==> src/rtl/tlc_timed.sv <==
// tlc_timed: highway/country traffic light controller with configurable phase
// durations, all-red clearance, min/max country green and a latched
// pedestrian request. All durations are counted in clk cycles.
module tlc_timed #(
    parameter int TW       = 8,
    parameter int T_HW_MIN = 10,
    parameter int T_YEL    = 3,
    parameter int T_ALLRED = 1,
    parameter int T_CR_MIN = 5,
    parameter int T_CR_MAX = 20
) (
    input  logic          clk,
    input  logic          rst,               // asynchronous, active low
    input  logic          x,                 // country vehicle sensor
    input  logic          pb,                // pedestrian button
    output logic [1:0]    highway,           // 00 red, 01 yellow, 10 green
    output logic [1:0]    country,
    output logic          pedestrian_light,  // 1 = walk
    output logic          ped_req,
    output logic [2:0]    phase,
    output logic [TW-1:0] tmr
);

    typedef enum logic [2:0] {
        S_HG  = 3'd0,
        S_HY  = 3'd1,
        S_AR1 = 3'd2,
        S_CG  = 3'd3,
        S_CY  = 3'd4,
        S_AR2 = 3'd5
    } state_t;

    // Terminal timer values: a phase leaves on the edge where tmr equals
    // (duration - 1), so the phase is visible for exactly 'duration' cycles.
    localparam logic [TW-1:0] L_HW_LAST  = TW'(T_HW_MIN - 1);
    localparam logic [TW-1:0] L_YEL_LAST = TW'(T_YEL - 1);
    localparam logic [TW-1:0] L_AR_LAST  = TW'(T_ALLRED - 1);
    localparam logic [TW-1:0] L_CRN_LAST = TW'(T_CR_MIN - 1);
    localparam logic [TW-1:0] L_CRX_LAST = TW'(T_CR_MAX - 1);
    localparam logic [TW-1:0] L_TMR_MAX  = '1;

    state_t        r_state;
    state_t        w_next;
    logic [TW-1:0] r_tmr;
    logic          r_ped_req;
    logic          w_ar1_to_cg;

    // Next-state selection and Moore lamp decode.
    always_comb begin
        w_next           = r_state;
        highway          = 2'b00;
        country          = 2'b00;
        pedestrian_light = 1'b0;
        case (r_state)
            S_HG: begin
                highway = 2'b10;
                if ((r_tmr >= L_HW_LAST) && (x || r_ped_req)) w_next = S_HY;
            end
            S_HY: begin
                highway = 2'b01;
                if (r_tmr == L_YEL_LAST) w_next = S_AR1;
            end
            S_AR1: begin
                if (r_tmr == L_AR_LAST) w_next = S_CG;
            end
            S_CG: begin
                country          = 2'b10;
                pedestrian_light = 1'b1;
                if (((r_tmr >= L_CRN_LAST) && !x) || (r_tmr == L_CRX_LAST)) w_next = S_CY;
            end
            S_CY: begin
                country = 2'b01;
                if (r_tmr == L_YEL_LAST) w_next = S_AR2;
            end
            S_AR2: begin
                if (r_tmr == L_AR_LAST) w_next = S_HG;
            end
            // Illegal codes 6/7 recover to highway green; lamps stay all red.
            default: w_next = S_HG;
        endcase
    end

    assign w_ar1_to_cg = (r_state == S_AR1) && (w_next == S_CG);

    // State register.
    always_ff @(posedge clk or negedge rst) begin
        if (!rst) r_state <= S_HG;
        else      r_state <= w_next;
    end

    // Phase timer: clears on every state change, otherwise saturating count.
    always_ff @(posedge clk or negedge rst) begin
        if (!rst)                    r_tmr <= '0;
        else if (w_next != r_state)  r_tmr <= '0;
        else if (r_tmr != L_TMR_MAX) r_tmr <= r_tmr + TW'(1);
    end

    // Pedestrian request latch: presses during walk are ignored, and entering
    // country green serves (clears) the request, winning over a same-edge press.
    always_ff @(posedge clk or negedge rst) begin
        if (!rst) r_ped_req <= 1'b0;
        else      r_ped_req <= (r_ped_req | (pb & (r_state != S_CG))) & ~w_ar1_to_cg;
    end

    assign phase   = r_state;
    assign tmr     = r_tmr;
    assign ped_req = r_ped_req;

endmodule

==> config.mk <==
export PLATFORM = sky130hd
export DESIGN_NAME = tlc_timed
export DESIGN_NICKNAME = d
export VERILOG_FILES = /design/src/rtl/tlc_timed.sv
export SDC_FILE = /design/constraint.sdc
export NUM_CORES = 1
export LEC_CHECK = 0
export CAP_MARGIN = 20
export CORE_MARGIN = 3
export CORE_UTILIZATION = 35
export CTS_BUF_LIST = sky130_fd_sc_hd__clkbuf_4 sky130_fd_sc_hd__clkbuf_8 sky130_fd_sc_hd__clkbuf_16
export DETAILED_ROUTE_END_ITERATION = 16
export PLACE_DENSITY = 0.69
export SETUP_SLACK_MARGIN = 0.2
export SYNTH_ARGS = -nofsm -noshare
export SYNTH_HDL_FRONTEND = slang
export SYNTH_SLANG_ARGS = --single-unit
==> constraint.sdc <==
create_clock -name clk -period 2.82 [get_ports clk]
set_input_delay 0.282 -clock clk [delete_from_list [all_inputs] [get_ports clk]]
set_output_delay 0.282 -clock clk [all_outputs]
set_load 0.01 [all_outputs]
==> results <==
- The flow ran to the end, and the final reports show no timing, DRC or antenna violations.
- The count of flip-flops with a built-in enable after synthesis is 0.
- Measured against its own limit, the worst slew margin works out to 0.627.
- The netlist uses 34 different library cells.
- Row generation in the floorplan step produced 17 rows.
- The net count of the mapped netlist is 111.
- The CTS clock-pin slew for the worst setup and hold paths is 80 ps.
- Routability-driven placement finished with a final weighted congestion of 0.839.
- The arrival time of the worst setup path is 1860 ps.
- The number of clock buffers added by TritonCTS is 3.
- After global routing the overflow that remains totals 0.
- The Yosys step of the flow raised 0 warnings.
- The global-route wire length before repair is 3580 um.
- The die width is 55.8 um.
- The number of setup buffers added after CTS is 0.
- The share of flip-flops with an asynchronous set or reset after synthesis is 1.00.
- The share of layout cells above drive strength 1 is 0.0917.
- Along the worst path, the maximum fanout reaches 9.
- The final-report hold violation count is 0.
- The minimum clock period is 2140 ps.
- The maximum achievable frequency is 466 MHz.
- The core utilization of the finished layout is 0.483.
- Tracing the worst setup path back leads to its startpoint at phase[1].
- Dividing the final minimum period by the clock period gives 0.760.
- The worst slack after detailed placement is 917 ps.
- In this run, the number of DRC markers left after iteration 0 of detailed routing was 31.
- The initial utilization of the core area, before any placement, comes to 0.381.
- The half-perimeter wire length after detailed placement is 1590 um.
- The clock root buffer is sky130_fd_sc_hd__clkbuf_4.
- The largest net degree at the start of global routing is 13.
- The count of inserted antenna diode cells is 0.
- The count of mapped cells out of synthesis is 102.
- By area, the combinational part of the netlist is dominated by simple AND/OR/NAND/NOR gates.
- The post-cts gate resize count is 0.
- The area added between synthesis and finish is 26.7%.
- The sequential area share after synthesis is 0.346.
- The type of destination of the critical path is a primary output.
- Of the total synthesized cell area, the portion taken by full adders, half adders and majority gates is 0.0722.
- After floorplanning, the core was sized to cover 2280 um2.
- Of the total synthesized cell area, the portion taken by XOR and XNOR cells is 0.0101.
- IR analysis of the VDD net gives a maximum drop of 0.546 mV.
- The count of unresolved DRC violations after routing is 0.
- Setup repair after global routing left no endpoint under its margin.
- The final worst setup slack is 676 ps.
- The CTS tree is built.
- The count of pins over their slew limit is 0.
- The leakage dissipation is 0.483 nW.
- The initial antenna violation count came to 0.
- The first-pass detailed-route iteration total is 4.
- The remaining antenna violation count after routing is 0.
- In this run the deepest clock path goes through 2 buffers.
- The clock tree skew after final layout is 2.71 ps.
- In this run the count of I/O pins placed on the die edge is 21.
- The synthesized-area fraction occupied by ao, oa, aoi and oai cells was 0.149.
- The critical path launch point type is a flip-flop.
- The worst reg2reg path depth is 7.
- The die height is 55.8 um.
- Of the total synthesized cell area, the portion taken by AND, OR, NAND and NOR gates is 0.310.
- The count of hold-fix buffers inserted at cts is 0.
- The via density per instance is 5.43.
- Dividing the detail-routed wire length by the instance count gives 14.0 um.
- The worst hold margin is 359 ps.
- The routed layout has 803 vias.
- The measured slew at the worst slew-check pin is 555 ps.
- The startpoint of the lowest-slack register-to-register path is tmr[0].
- The number of global-route vias before repair was 772.
- The portion of synthesized area spent on multiplexers is 0.0361.
- Across the run, the number of max-cap violations was 0.
- The final setup violation count is 0.
- The min-delay analysis places its worst path in the category in2async.
- The most frequently used flop master after synthesis is sky130_fd_sc_hd__dfrtp_1.
- The clock latency on the worst-skew pair is 270 ps.
- Buffers placed on the I/O ports in this run total 20.
- For the final routed database, the setup TNS stands at 0 ps.
- In this run the mean area of a mapped cell was 8.50 um2.
- In this run the power density over the cells is 1050 nW/um2.
- The data required time at the worst endpoint is 2540 ps.
- The critical path class is reg2out.
- At the end of the flow, the number of nets in the layout was 130.
- CTS saw 12 sinks.
- The synthesis-stage register bit count is 12.
- The aggregate routed wire length is 2070 um.
- The global router's overall resource usage is 0.142.
- The die outline area is 3110 um2.
- In this run the number of H-tree levels came out at 1.
- The cell area after synthesis is 867 um2.
## state kept, by name (all words and copies together), names as in the netlist
| signal | cells |
|---|---|
| ped_req | 1 |
| phase | 3 |
| tmr | 8 |
## where the power goes
group          total [mW]  internal, mW  switching, mW  leakage, nW
clock network       0.136        0.0784         0.0576       0.0210
registers           0.351         0.230          0.121        0.152
logic               0.662         0.334          0.328        0.311
total                1.15         0.643          0.506        0.483
## critical path, cell delays in order, from the launching register on
cell and delay [ps]:
sky130_fd_sc_hd__dfrtp_1 510, sky130_fd_sc_hd__nor2b_1 330, sky130_fd_sc_hd__nand2_1 150, sky130_fd_sc_hd__inv_1 70, sky130_fd_sc_hd__clkdlybuf4s50_1 530
## logic make-up (layout without fill, tap and decap cells)
group	after synthesis	in the layout
multiplexers	3	3
flip-flops	12	12
adder cells (fa/ha/maj)	5	5
XOR/XNOR	1	1
AND/OR/NAND/NOR	47	47
AO/OA/AOI/OAI	21	21
buffers and inverters	13	31
## through the flow
step	std cells	total power, mW	cell area, um2
6_report	148	1.15	1100
2_1_floorplan	102	0.750	867
4_1_cts	148	1.16	1100
3_3_place_gp	144	1.01	1060
3_5_place_dp	144	1.01	1060
5_1_grt	148	1.25	1100
## synthesized netlist by cell type (all sizes together) (3+ instances only)
cell type / number / area share
o21ai: 9 / 0.052
nor2: 6 / 0.026
nor3: 12 / 0.069
clkbuf: 3 / 0.014
ha: 5 / 0.072
nand3: 8 / 0.046
a21oi: 5 / 0.033
buf: 3 / 0.032
inv: 7 / 0.030
nand2: 6 / 0.026
dfrtp: 12 / 0.35
nand4: 4 / 0.029
## layer usage
| layer | vias up | part of all wire | GRT usage |
|---|---|---|---|
| met5 | - | 0 | 0 |
| met4 | 0 | 0.0058 | 0.0347 |
| met3 | 2 | 0.050 | 0.0487 |
| li1 | 405 | - | - |
| met1 | 380 | 0.48 | 0.193 |
| met2 | 16 | 0.47 | 0.216 |
## path summary, 6_finish.rpt
path / to / slack [ps]
worst max-delay path: pedestrian_light / 680
worst min-delay path: tmr[5] / 360
worst max register to register: tmr[2] / 910
worst min register to register: ped_req / 590
max in group asynchronous: tmr[7] / 2110
min in group clk: ped_req / 590
## area by class of cell
class,instances,area [um2]
timing repair buffer,20,200
fill,228,1180
inverter,7,26.3
sequential,12,300
tap,28,35.0
multi-input combinational,77,500
clock buffer,4,36.3
## cell usage in the layout (no fill, tap or decap), drive strengths merged, types with 2 or more instances in the layout
cell type      synthesis  routed
nor3                  12      12
a31oi                  2       2
inv                    7       7
nand3                  8       8
nor2                   6       6
nand2                  6       6
ha                     5       5
and3                   2       2
nand4                  4       4
clkbuf                 3       4
dfrtp                 12      12
o21ai                  9       9
clkdlybuf4s50          0      20
mux2i                  2       2
a21o                   2       2
a21oi                  5       5
Note: power is estimated with default switching activity, not from simulation.
